===== src/rtl/sobel_edge_packer.sv =====
// Thresholds Sobel result magnitudes into edge flags and packs them LSB-first into 32-bit words.
// Optional edge counter is built when SOBEL_EDGE_COUNT_EN is defined.
module sobel_edge_packer #(
    parameter int WIDTH  = 256,
    parameter int HEIGHT = 256
) (
    input  logic        i_clk,
    input  logic        i_rst,
    input  logic [7:0]  i_thresh,
    input  logic        i_result_vld,
    input  logic [23:0] i_result_data,
    output logic        i_result_busy,
    output logic        o_edge_vld,
    output logic [31:0] o_edge_data,
    input  logic        o_edge_busy,
    output logic        o_frame_done,
    output logic [31:0] o_edge_count
);

    localparam int N     = WIDTH * HEIGHT;
    localparam int PIX_W = (N > 1) ? $clog2(N) : 1;
    localparam logic [PIX_W-1:0] LAST_PIX = PIX_W'(N - 1);

    typedef enum logic {FILL, HOLD} state_t;

    state_t           state;
    state_t           state_nxt;
    logic [31:0]      acc;
    logic [31:0]      out_reg;
    logic [4:0]       bit_cnt;
    logic [PIX_W-1:0] pix_cnt;
    logic             last_q;
    logic             frame_done;
    logic [7:0]       thr_q;

    logic             out_vld;
    logic             at_word_end;
    logic             accept;
    logic             drain;
    logic             complete;
    logic             flag;
    logic [7:0]       thr_use;
    logic [31:0]      word_nxt;
    logic             unused_data;

    assign unused_data = ^i_result_data[23:8];

    assign out_vld     = (state == HOLD);
    assign at_word_end = (bit_cnt == 5'd31) || (pix_cnt == LAST_PIX);
    // Busy depends only on registers and reset, so downstream stalls never reach upstream combinationally.
    assign i_result_busy = i_rst || (out_vld && at_word_end);

    assign accept   = i_result_vld && !i_result_busy;
    assign drain    = out_vld && !o_edge_busy;
    assign complete = accept && at_word_end;

    // Pixel 0 uses the live threshold; the rest of the frame uses the value latched with it.
    assign thr_use  = (pix_cnt == '0) ? i_thresh : thr_q;
    assign flag     = (i_result_data[7:0] >= thr_use);
    assign word_nxt = acc | (32'(flag) << bit_cnt);

    always_ff @(posedge i_clk) begin
        if (i_rst) begin
            state <= FILL;
        end else begin
            state <= state_nxt;
        end
    end

    always_comb begin
        state_nxt = state;
        case (state)
            FILL: begin
                if (complete) state_nxt = HOLD;
            end
            HOLD: begin
                if (complete)   state_nxt = HOLD;
                else if (drain) state_nxt = FILL;
            end
            default: state_nxt = FILL;
        endcase
    end

    always_ff @(posedge i_clk) begin
        if (i_rst) begin
            acc        <= '0;
            out_reg    <= '0;
            bit_cnt    <= '0;
            pix_cnt    <= '0;
            last_q     <= 1'b0;
            frame_done <= 1'b0;
            thr_q      <= '0;
        end else begin
            frame_done <= drain && last_q;
            if (accept) begin
                if (pix_cnt == '0) thr_q <= i_thresh;
                if (at_word_end) begin
                    out_reg <= word_nxt;
                    last_q  <= (pix_cnt == LAST_PIX);
                    acc     <= '0;
                    bit_cnt <= '0;
                end else begin
                    acc     <= word_nxt;
                    bit_cnt <= bit_cnt + 5'd1;
                end
                pix_cnt <= (pix_cnt == LAST_PIX) ? '0 : pix_cnt + 1'b1;
            end
        end
    end

    assign o_edge_vld   = out_vld;
    assign o_edge_data  = out_reg;
    assign o_frame_done = frame_done;

`ifdef SOBEL_EDGE_COUNT_EN
    logic [31:0] edge_cnt;

    // Restarts on pixel 0 (counting that pixel's own flag) and saturates at all-ones.
    always_ff @(posedge i_clk) begin
        if (i_rst) begin
            edge_cnt <= '0;
        end else if (accept) begin
            if (pix_cnt == '0)               edge_cnt <= 32'(flag);
            else if (flag && edge_cnt != '1) edge_cnt <= edge_cnt + 32'd1;
        end
    end

    assign o_edge_count = edge_cnt;
`else
    assign o_edge_count = '0;
`endif

endmodule


===== config.mk =====
export PLATFORM = sky130hd
export DESIGN_NAME = sobel_edge_packer
export DESIGN_NICKNAME = d
export VERILOG_FILES = /design/src/rtl/sobel_edge_packer.sv
export SDC_FILE = /design/constraint.sdc
export NUM_CORES = 1
export LEC_CHECK = 0
export ABC_CLOCK_PERIOD_IN_PS = 3600
export CORE_MARGIN = 1.5
export CORE_UTILIZATION = 47
export CTS_BUF_LIST = sky130_fd_sc_hd__clkbuf_8
export DETAILED_ROUTE_END_ITERATION = 7
export GPL_TIMING_DRIVEN = 1
export PLACE_DENSITY = 0.78
export SETUP_SLACK_MARGIN = 0.15
export SLEW_MARGIN = 15
export SYNTH_ARGS = -nofsm -noshare
export SYNTH_HDL_FRONTEND = slang
export SYNTH_SLANG_ARGS = --single-unit
export TNS_END_PERCENT = 5

===== constraint.sdc =====
create_clock -name i_clk -period 3.6 [get_ports i_clk]
set_input_delay 0.72 -clock i_clk [delete_from_list [all_inputs] [get_ports i_clk]]
set_output_delay 0.72 -clock i_clk [all_outputs]
set_load 0.01 [all_outputs]

After elaboration in Yosys (flattened, before gate mapping)
Index checks and enable logic that the tools add are counted.
{"block": "totals", "reg_bits": 96, "latchBits": 0, "mem_bits_rw": 0, "mem_bits_ro": 0, "input_bits": 36, "n_memories": 0}
{"block": "op_classes", "add_sub_neg": 2, "multipliers": 0, "div": 0, "order_cmp": 1, "n_eq_ne": 2, "shifts": 1, "n_mux": 8, "bitwise_logic": 2, "reduce_logical": 11}
{"cell": "$mux 32", "n": 1}
{"cell": "$or 32x32->32", "n": 1}
{"cell": "$shl 1x5->32", "n": 1}
{"cell": "$add 16x1->16 const B", "n": 1}
{"cell": "$eq 16x16->1 const B", "n": 1}
{"cell": "$logic_not 16->1", "n": 1}
{"cell": "$mux 16", "n": 1}
{"cell": "$ge 8x8->1", "n": 1}
{"cell": "$mux 8", "n": 1}
{"cell": "$add 5x1->5 const B", "n": 1}
{"cell": "$eq 5x5->1 const B", "n": 1}
{"cell": "$logic_and 1x1->1", "n": 5}
{"cell": "$mux 5", "n": 1}
{"cell": "$mux 1", "n": 3}
{"cell": "$logic_not 1->1", "n": 2}
{"cell": "$logic_or 1x1->1", "n": 2}
{"cell": "$pmux 1 s2", "n": 1}
{"cell": "$reduce_and 2->1", "n": 1}
{"cell": "$not 1->1", "n": 1}

Depth between registers and ports, before layout
Gate-level depths: netlist of run 1.
{"block": "depth", "ltp_word": 9, "ltp_mapped": 13, "depth_no_buf": 11}

Least setup slack after synthesis of run 1
No wires, ideal clock.
{"block": "synth_timing", "path_kind": "reg2reg", "startpoint": "register pix_cnt[0]", "endpoint": "register acc[7]", "arrival_time_ns": 3.188, "required_time_ns": 3.472, "setup_slack_ns": 0.284, "path_stages_with_launch": 14, "synth_period_minus_slack_ns": 3.316, "path_cell_list": "dfxtp_1 > inv_1 > ha_1 > nor4b_1 > nand4_1 > clkbuf_1 > mux2_2 > ha_1 > nand2b_1 > a2111oi_0 > o311ai_2 > clkbuf_1 > a41oi_1 > nor2_1"}
{"block": "synth_between", "elab_chain_len": 6}
{"item": "from (decl)", "line_no": "31", "source": "logic [PIX_W-1:0] pix_cnt;"}
{"item": "from (signal assigned)", "line_no": "106", "source": "pix_cnt <= (pix_cnt == LAST_PIX) ? '0 : pix_cnt + 1'b1;"}
{"item": "$logic_not 16->1", "line_no": "58", "source": "assign thr_use = (pix_cnt == '0) ? i_thresh : thr_q;"}
{"item": "$mux 8"}
{"item": "named net thr_use[0]", "line_no": "42", "source": "logic [7:0] thr_use;"}
{"item": "$ge 8x8->1", "line_no": "59", "source": "assign flag = (i_result_data[7:0] >= thr_use);"}
{"item": "$shl 1x5->32", "line_no": "60", "source": "assign word_nxt = acc | (32'(flag) << bit_cnt);"}
{"item": "$or 32x32->32", "line_no": "60"}
{"item": "$mux 32", "line_no": "97", "source": "if (at_word_end) begin"}
{"item": "to (signal assigned)", "line_no": "103", "source": "acc <= word_nxt;"}
{"item": "to (decl)", "line_no": "28", "source": "logic [31:0] acc;"}
The timed path passes the listed nets, and every way through them passes these cells.
A chain may end at the register's enable or synchronous reset.

Final worst setup path of run 1
{"block": "layout_timing", "startpoint": "register pix_cnt[0]", "endpoint": "register out_reg[19] (netlist: o_edge_data[19])"}
{"item": "$logic_not 16->1", "line_no": "58"}
{"item": "$mux 8"}
{"item": "named net thr_use[0]", "line_no": "42"}
{"item": "$ge 8x8->1", "line_no": "59"}
{"item": "$shl 1x5->32", "line_no": "60"}
{"item": "$or 32x32->32", "line_no": "60"}
{"item": "to (signal assigned)", "line_no": "98", "source": "out_reg <= word_nxt;"}
{"item": "to (decl)", "line_no": "29", "source": "logic [31:0] out_reg;"}
The timed path passes the listed nets, and every way through them passes these cells.

==> impl_metrics.prom, run 1 <==
# TYPE chip_impl_metric gauge
chip_impl_info{name="run_status",value="finished clean"} 1
chip_impl_metric{name="number_of_maximum_capacitance_violations",unit=""} 0
chip_impl_metric{name="avgRoutedWirePerCell",unit="um"} 14.0
chip_impl_metric{name="grt_antenna_before_repair",unit=""} 0
chip_impl_metric{name="io_pins",unit=""} 103
chip_impl_metric{name="synth.cell_area",unit="um^2"} 4690
chip_impl_metric{name="finClkSkew",unit="ps"} 11.1
chip_impl_metric{name="vias",unit=""} 3822
chip_impl_metric{name="gp_routability_congestion",unit=""} 0.880
chip_impl_metric{name="violation_count_after_the_first_detailed_route_iteration",unit=""} 184
chip_impl_metric{name="multiInputGateArea",unit="um^2"} 2410
chip_impl_metric{name="slew_headroom",unit="%"} 24.0
chip_impl_info{name="synth_top_family_by_area",value="simple AND/OR/NAND/NOR gates"} 1
chip_impl_metric{name="portBuffers",unit=""} 54
chip_impl_metric{name="power_leakage",unit="nW"} 1.89
chip_impl_metric{name="fmax",unit="MHz"} 311
chip_impl_metric{name="fin_crit_sh",unit="%"} 89.4
chip_impl_metric{name="synth_seq_cells",unit=""} 96
chip_impl_metric{name="final_period_minus_worst_setup_slack",unit="ps"} 3220
chip_impl_metric{name="grt_pass1_vias",unit=""} 3583
chip_impl_metric{name="synth-adder-area-share",unit="%"} 3.20
chip_impl_metric{name="ant_nets",unit=""} 0
chip_impl_metric{name="num_rows",unit=""} 36
chip_impl_metric{name="fillers",unit=""} 878
chip_impl_metric{name="drt_pre_antenna_iters",unit=""} 5
chip_impl_metric{name="cp_max_fo",unit=""} 25
chip_impl_metric{name="floorplan.die_area",unit="um^2"} 10600
chip_impl_metric{name="floorplan.die.height",unit="um"} 103
chip_impl_metric{name="maxSlewViolCount",unit=""} 0
chip_impl_metric{name="setup_tns",unit="ps"} 0
chip_impl_info{name="layout_commonest_cell",value="sky130_fd_sc_hd__dfxtp_1"} 1
chip_impl_metric{name="overflow",unit=""} 0
chip_impl_metric{name="synthesis.area_per_instance",unit="um^2"} 9.09
chip_impl_info{name="clock_tree.root_cell",value="sky130_fd_sc_hd__clkbuf_8"} 1
chip_impl_info{name="final_cell_mix",value="sky130_fd_sc_hd__dfxtp_1 (96), sky130_fd_sc_hd__clkdlybuf4s50_1 (54), sky130_fd_sc_hd__nor2_1 (48), sky130_fd_sc_hd__o21ai_0 (33), sky130_fd_sc_hd__conb_1 (32)"} 1
chip_impl_metric{name="fin_total_pwr",unit="mW"} 2.05
chip_impl_metric{name="share_of_synthesized_area_occupied_by_flip_flops_and_latches",unit="%"} 41.0
chip_impl_info{name="cts_tree",value="done"} 1
chip_impl_metric{name="hpwl",unit="mm"} 6.57
chip_impl_metric{name="antennaDiodeCount",unit=""} 0
chip_impl_metric{name="ys.warnings.count",unit=""} 0
chip_impl_info{name="grt_setup_unrepaired",value="false"} 1
chip_impl_metric{name="r2r.worst_path.cells",unit=""} 13
chip_impl_metric{name="vdd.ir_drop.worst",unit="V"} 0.000203
chip_impl_info{name="top_layer_in_use",value="met4"} 1
chip_impl_metric{name="pd_cells",unit="nW/um^2"} 384
chip_impl_metric{name="setup_viol_count_final",unit=""} 0
chip_impl_metric{name="final-seq-area",unit="um^2"} 1920
chip_impl_metric{name="tritoncts.num_buffers",unit=""} 9
chip_impl_metric{name="vias_per_cell",unit=""} 5.57
chip_impl_metric{name="tritoncts_num_sinks",unit=""} 96
chip_impl_metric{name="cp_data_arrival_time",unit="ps"} 3440
chip_impl_metric{name="finalHoldViolations",unit=""} 0
chip_impl_metric{name="muxShareOfSynthArea",unit="%"} 3.79
chip_impl_metric{name="hold_depth",unit=""} 2
chip_impl_metric{name="drc",unit=""} 0
chip_impl_info{name="worstSetupStartpointType",value="register"} 1
chip_impl_metric{name="clkSlewWorstSetupHoldPaths",unit="ps"} 90
chip_impl_info{name="synth-main-ff-cell",value="sky130_fd_sc_hd__dfxtp_1"} 1
chip_impl_metric{name="cp.required",unit="ps"} 3830
chip_impl_metric{name="worst-slew-pin-transition",unit="ps"} 1140
chip_impl_metric{name="start_util",unit="%"} 48.2
chip_impl_metric{name="cts_buffer_depth",unit=""} 2
chip_impl_metric{name="num-nets-final",unit=""} 596
chip_impl_metric{name="m1WireLength",unit="mm"} 4.35
chip_impl_metric{name="synthSimpleGateAreaFrac",unit="%"} 19.9
chip_impl_info{name="critPathKind",value="register to register"} 1
chip_impl_metric{name="placeable_core_region",unit="um^2"} 9730
chip_impl_info{name="hp-class",value="register to register"} 1
chip_impl_metric{name="area_growth",unit="%"} 14.0
chip_impl_metric{name="fp.dieW",unit="um"} 103
chip_impl_metric{name="synth_cell_types",unit=""} 53
chip_impl_metric{name="ctsHoldBuffers",unit=""} 0
chip_impl_metric{name="cts_max_level",unit=""} 3
chip_impl_metric{name="grt_max_degree",unit=""} 61
chip_impl_info{name="worstSetupEndpointType",value="register"} 1
chip_impl_metric{name="synthArstFlopShare",unit="%"} 0
chip_impl_metric{name="met2_length",unit="mm"} 4.59
chip_impl_metric{name="grt_pass1_wl",unit="mm"} 16.0
chip_impl_metric{name="synthesized_area_fraction_occupied_by_ao_oa_aoi_and_oai_cells",unit="%"} 19.7
chip_impl_metric{name="met3WireLength",unit="um"} 490
chip_impl_metric{name="mapped_cells",unit=""} 516
chip_impl_metric{name="yosys.area_share.xor_xnor",unit="%"} 1.68
chip_impl_metric{name="wl",unit="mm"} 9.57
chip_impl_metric{name="synth_enable_flop_cells",unit=""} 0
chip_impl_metric{name="grt_use_total",unit="%"} 18.9
chip_impl_metric{name="final_layout_size_suffix_gt1_share",unit="%"} 8.68
chip_impl_metric{name="clock_latency",unit="ps"} 360
-- worst max-delay path, cell delays in order (launching register included) --
cell                        delay [ps]
sky130_fd_sc_hd__dfxtp_1           360
sky130_fd_sc_hd__inv_1             100
sky130_fd_sc_hd__ha_1              150
sky130_fd_sc_hd__nor4b_1           230
sky130_fd_sc_hd__nand4_1           230
sky130_fd_sc_hd__mux2_2            330
sky130_fd_sc_hd__ha_1              260
sky130_fd_sc_hd__nand2b_1          140
sky130_fd_sc_hd__a2111oi_1         390
sky130_fd_sc_hd__buf_4             190
sky130_fd_sc_hd__o311ai_4          140
sky130_fd_sc_hd__buf_4             270
sky130_fd_sc_hd__a31oi_1           190
sky130_fd_sc_hd__o21ai_0           100
-- layout make-up --
cell class              count  area share [%]
clock buffers              10            2.57
repair buffers             68            12.1
inverters                   6           0.421
flip-flops and latches     96            35.9
multi-input cells         367            45.1
well taps                 133            3.11
clock inverters             6           0.679
-- cells by family (layout without fill, tap and decap cells) --
| kind of cell | after synthesis | in the layout |
|---|---|---|
| xor gates and xnor gates | 9 | 9 |
| and+or+nand+nor | 164 | 164 |
| adders and majority gates | 12 | 12 |
| muxes | 17 | 17 |
| other | 1 | 32 |
| DFF | 96 | 96 |
| AOI/OAI and AO/OA | 133 | 133 |
| buffers and inverters | 84 | 90 |
-- what timing repair did --
action | 4_1_cts | 5_1_grt
endpoints found under the setup margin | 0 | 51
setup buffers | 0 | 1
resized for setup | 0 | 2
-- synth_stat cells, drive strengths merged (6+ instances only) --
cell type | number | share of area [%]
inv | 6 | 0.48
nand4 | 6 | 1.1
a21oi | 14 | 1.6
nand3b | 29 | 4.6
buf | 46 | 7.6
a31oi | 28 | 3.7
nor2b | 13 | 1.7
mux2 | 6 | 1.4
a41oi | 33 | 6.6
nor2 | 49 | 4.0
o21ai | 35 | 3.7
nand2b | 9 | 1.2
clkbuf | 32 | 2.6
dfxtp | 96 | 41
ha | 12 | 3.2
nor3 | 6 | 0.64
and2 | 7 | 0.93
nand2 | 16 | 1.3
o211ai | 6 | 0.96
mux2i | 11 | 2.3
-- path summary, 6_finish.rpt --
kind / start / endpoint / slack, ps
setup reg to reg: pix_cnt[0] / o_edge_data[19] / 380
hold reg to reg: last_q / o_frame_done / 470
hold / removal: last_q / o_frame_done / 470
setup / recovery: pix_cnt[0] / o_edge_data[19] / 380
-- metrics by stage --
stage	utilization [%]	instances	setup WS, ps	area (um^2)	hold slack (ps)
after floorplan	-	547	284	4810	422
after global placement	53.0	669	301	5160	448
after detailed placement	53.0	669	299	5160	457
after CTS	54.8	685	315	5330	469
after global routing	55.0	686	177	5350	487
final	55.0	686	382	5350	471
-- routing by layer --
metal,GRT usage [%],up-vias
met3,4.07,13
met4,7.80,0
met5,0,-
met2,31.5,111
li1,-,1883
met1,23.8,1815
-- registers in the layout, indices dropped and copies added (netlist names) --
signal,flops
thr_q,8
o_frame_done,1
acc,32
o_edge_vld,1
last_q,1
pix_cnt,16
o_edge_data,32
bit_cnt,5
-- power breakdown --
group | switching, mW | internal, mW
Combinational | 0.199 | 0.127
Sequential | 0.0156 | 1.08
Clock | 0.365 | 0.266
Note: power is estimated with default switching activity, not from simulation.
==> inputs of run 2 (changes only) <==
Settings changed: CTS_CLUSTER_SIZE set to 24, RECOVER_POWER set to 100, SLEW_MARGIN 15 to 20.
==> run 2 against run 1 <==
First-iteration DRC count grew 22%. Clock skew shrank 1.6 ps. Routed wire length grew 0.13%. Cell count is the same. Sequential power is essentially flat. Largest power group unchanged. Highest routed layer unchanged.
==> impl_metrics.prom, run 2 (same netlist as run 1, synthesis figures left out) <==
# TYPE chip_impl_metric gauge
chip_impl_info{name="run_status",value="finished clean"} 1
chip_impl_metric{name="drc",unit=""} 0
chip_impl_metric{name="cp_data_arrival_time",unit="ps"} 3450
chip_impl_metric{name="final_layout_size_suffix_gt1_share",unit="%"} 7.78
chip_impl_metric{name="cp.buffers_inverters",unit=""} 3
chip_impl_metric{name="slew_headroom",unit="%"} 29.6
chip_impl_metric{name="grt_antenna_before_repair",unit=""} 0
chip_impl_info{name="critical_path.reg2reg.endpoint",value="o_edge_data[27]"} 1
chip_impl_metric{name="vias",unit=""} 3824
chip_impl_metric{name="clkSlewWorstSetupHoldPaths",unit="ps"} 90
chip_impl_metric{name="worst-path-stages",unit=""} 13
chip_impl_metric{name="final_period_minus_worst_setup_slack",unit="ps"} 3260
chip_impl_metric{name="cts_buffer_depth",unit=""} 2
chip_impl_metric{name="cts_max_level",unit=""} 3
chip_impl_metric{name="layoutNonFillerInstCount",unit=""} 686
chip_impl_info{name="critical-path-slowest-cell",value="sky130_fd_sc_hd__a2111oi_0"} 1
chip_impl_info{name="layout_commonest_cell",value="sky130_fd_sc_hd__dfxtp_1"} 1
chip_impl_info{name="final_cell_mix",value="sky130_fd_sc_hd__dfxtp_1 (96), sky130_fd_sc_hd__nor2_1 (47), sky130_fd_sc_hd__dlygate4sd3_1 (35), sky130_fd_sc_hd__o21ai_0 (34)"} 1
chip_impl_metric{name="pd_cells",unit="nW/um^2"} 385
chip_impl_info{name="worstSetupStartpointType",value="register"} 1
chip_impl_metric{name="vdd.ir_drop.worst",unit="V"} 0.000203
chip_impl_info{name="worstSetupEndpointType",value="register"} 1
chip_impl_metric{name="setup.reg_to_reg.worst_slack",unit="ps"} 340
chip_impl_metric{name="placeable_core_region",unit="um^2"} 9730
chip_impl_info{name="crit_family",value="compound AO/OA/AOI/OAI gates"} 1
chip_impl_metric{name="grt_pass1_wl",unit="mm"} 16.0
chip_impl_metric{name="final_layout_worst_hold_slack",unit="ps"} 471
chip_impl_metric{name="grt_use_total",unit="%"} 18.9
chip_impl_metric{name="portBuffers",unit=""} 54
chip_impl_metric{name="met1_track_demand_over_resource_in_global_routing",unit="%"} 23.8
chip_impl_metric{name="wl",unit="mm"} 9.59
chip_impl_metric{name="floorplan.die_area",unit="um^2"} 10600
chip_impl_metric{name="gp_routability_congestion",unit=""} 0.880
chip_impl_metric{name="tritoncts.num_buffers",unit=""} 9
chip_impl_metric{name="finalHoldViolations",unit=""} 0
chip_impl_metric{name="fp.dieW",unit="um"} 103
chip_impl_metric{name="ant_nets",unit=""} 0
chip_impl_metric{name="ctsHoldBuffers",unit=""} 0
chip_impl_info{name="crit_start",value="pix_cnt[0]"} 1
chip_impl_metric{name="setup_tns",unit="ps"} 0
chip_impl_info{name="holdPathEnd",value="o_frame_done"} 1
chip_impl_info{name="clock_tree.root_cell",value="sky130_fd_sc_hd__clkbuf_8"} 1
chip_impl_info{name="critPathKind",value="register to register"} 1
chip_impl_metric{name="start_util",unit="%"} 48.2
chip_impl_info{name="grt_setup_unrepaired",value="false"} 1
chip_impl_metric{name="area_growth",unit="%"} 13.3
chip_impl_metric{name="cp_max_fo",unit=""} 25
chip_impl_info{name="cts_tree",value="done"} 1
chip_impl_metric{name="power_leakage",unit="nW"} 2.00
chip_impl_metric{name="drt_pre_antenna_iters",unit=""} 5
chip_impl_metric{name="tritoncts_num_sinks",unit=""} 96
chip_impl_metric{name="clock_latency",unit="ps"} 360
chip_impl_metric{name="cp.required",unit="ps"} 3790
chip_impl_metric{name="maxSlewViolCount",unit=""} 0
chip_impl_metric{name="fmax",unit="MHz"} 307
chip_impl_metric{name="num_rows",unit=""} 36
chip_impl_metric{name="utilization",unit="%"} 54.6
chip_impl_metric{name="antennaDiodeCount",unit=""} 0
chip_impl_metric{name="io_pins",unit=""} 103
chip_impl_metric{name="number_of_maximum_capacitance_violations",unit=""} 0
chip_impl_metric{name="worst-slew-pin-transition",unit="ps"} 1060
chip_impl_info{name="r2r_start",value="pix_cnt[0]"} 1
chip_impl_metric{name="overflow",unit=""} 0
chip_impl_info{name="path_cells",value="inv_1, ha_1, nor4b_1, nand4_1, mux2_2, ha_1, nand2b_1, a2111oi_0, buf_4, o311ai_4, buf_4, a31oi_1, o21ai_0"} 1
chip_impl_info{name="hp-class",value="register to register"} 1
chip_impl_metric{name="hpwl",unit="mm"} 6.57
chip_impl_metric{name="hold_depth",unit=""} 2
chip_impl_metric{name="floorplan.die.height",unit="um"} 103
chip_impl_metric{name="violation_count_after_the_first_detailed_route_iteration",unit=""} 224
chip_impl_metric{name="avgRoutedWirePerCell",unit="um"} 14.0
chip_impl_metric{name="cp_slowest_stage_delay",unit="ps"} 400
chip_impl_metric{name="vias_per_cell",unit=""} 5.57
chip_impl_metric{name="finClkSkew",unit="ps"} 9.57
chip_impl_metric{name="r2r.worst_path.cells",unit=""} 13
chip_impl_metric{name="setup_viol_count_final",unit=""} 0
chip_impl_metric{name="fin_crit_sh",unit="%"} 90.4
chip_impl_metric{name="grt_max_degree",unit=""} 61
chip_impl_metric{name="grt_util_met3",unit="%"} 4.07
chip_impl_metric{name="numPlacedInstances",unit=""} 669
chip_impl_metric{name="grt_pass1_vias",unit=""} 3583
chip_impl_info{name="grt-busiest-layer",value="met2"} 1
chip_impl_info{name="hold_path.startpoint",value="last_q"} 1
chip_impl_metric{name="grt_use_met2",unit="%"} 31.5
chip_impl_metric{name="num-nets-final",unit=""} 596
[run 2: tightest hold or removal path: stages (launching register included)]
cell and delay, ps:
sky130_fd_sc_hd__dfxtp_1 310, sky130_fd_sc_hd__inv_1 70, sky130_fd_sc_hd__nor4b_1 50
[run 2: worst max path at each step]
stage | to | slack [ps]
3_5_place_dp | o_edge_data[29] | 300
2_1_floorplan | acc[7] | 280
4_1_cts | o_edge_data[29] | 320
6_report | o_edge_data[27] | 340
3_3_place_gp | o_edge_data[19] | 300
5_1_grt | o_edge_data[15] | 120
[run 2: where the power goes]
| group | internal, mW | leakage [nW] | total (mW) | switching, mW |
|---|---|---|---|---|
| sequential | 1.08 | 0.776 | 1.10 | 0.0161 |
| combinational | 0.124 | 1.14 | 0.321 | 0.197 |
| clock | 0.267 | 0.0913 | 0.630 | 0.364 |
| total | 1.47 | 2.00 | 2.05 | 0.576 |
[run 2: what timing repair did]
action	4_1_cts	5_1_grt
setup endpoints to repair	0	51
gates resized for setup	0	2
buffers inserted	0	1
[run 2: through the flow]
step	instance area (um^2)	total power, mW	setup slack [ps]
after floorplan	4810	1.38	284
after global placement	5160	1.43	301
after detailed placement	5160	1.44	299
after CTS	5330	2.06	315
after global routing	5310	2.15	120
final	5310	2.05	345
[run 2: layout make-up]
| cell class | instances | area [um^2] |
|---|---|---|
| fill | 880 | 4420 |
| clock inverter | 6 | 36.3 |
| clock buffer | 10 | 138 |
| sequential | 96 | 1920 |
| timing repair buffer | 68 | 633 |
| multi-input combinational | 367 | 2400 |
| tap | 133 | 166 |
| inverter | 6 | 22.5 |
[run 2: layer usage]
metal	wire, um	up-vias	part of all wire, %
met5	0	-	0
met4	147	0	1.5
met3	501	13	5.2
met2	4620	116	48
met1	4320	1809	45
li1	-	1886	-
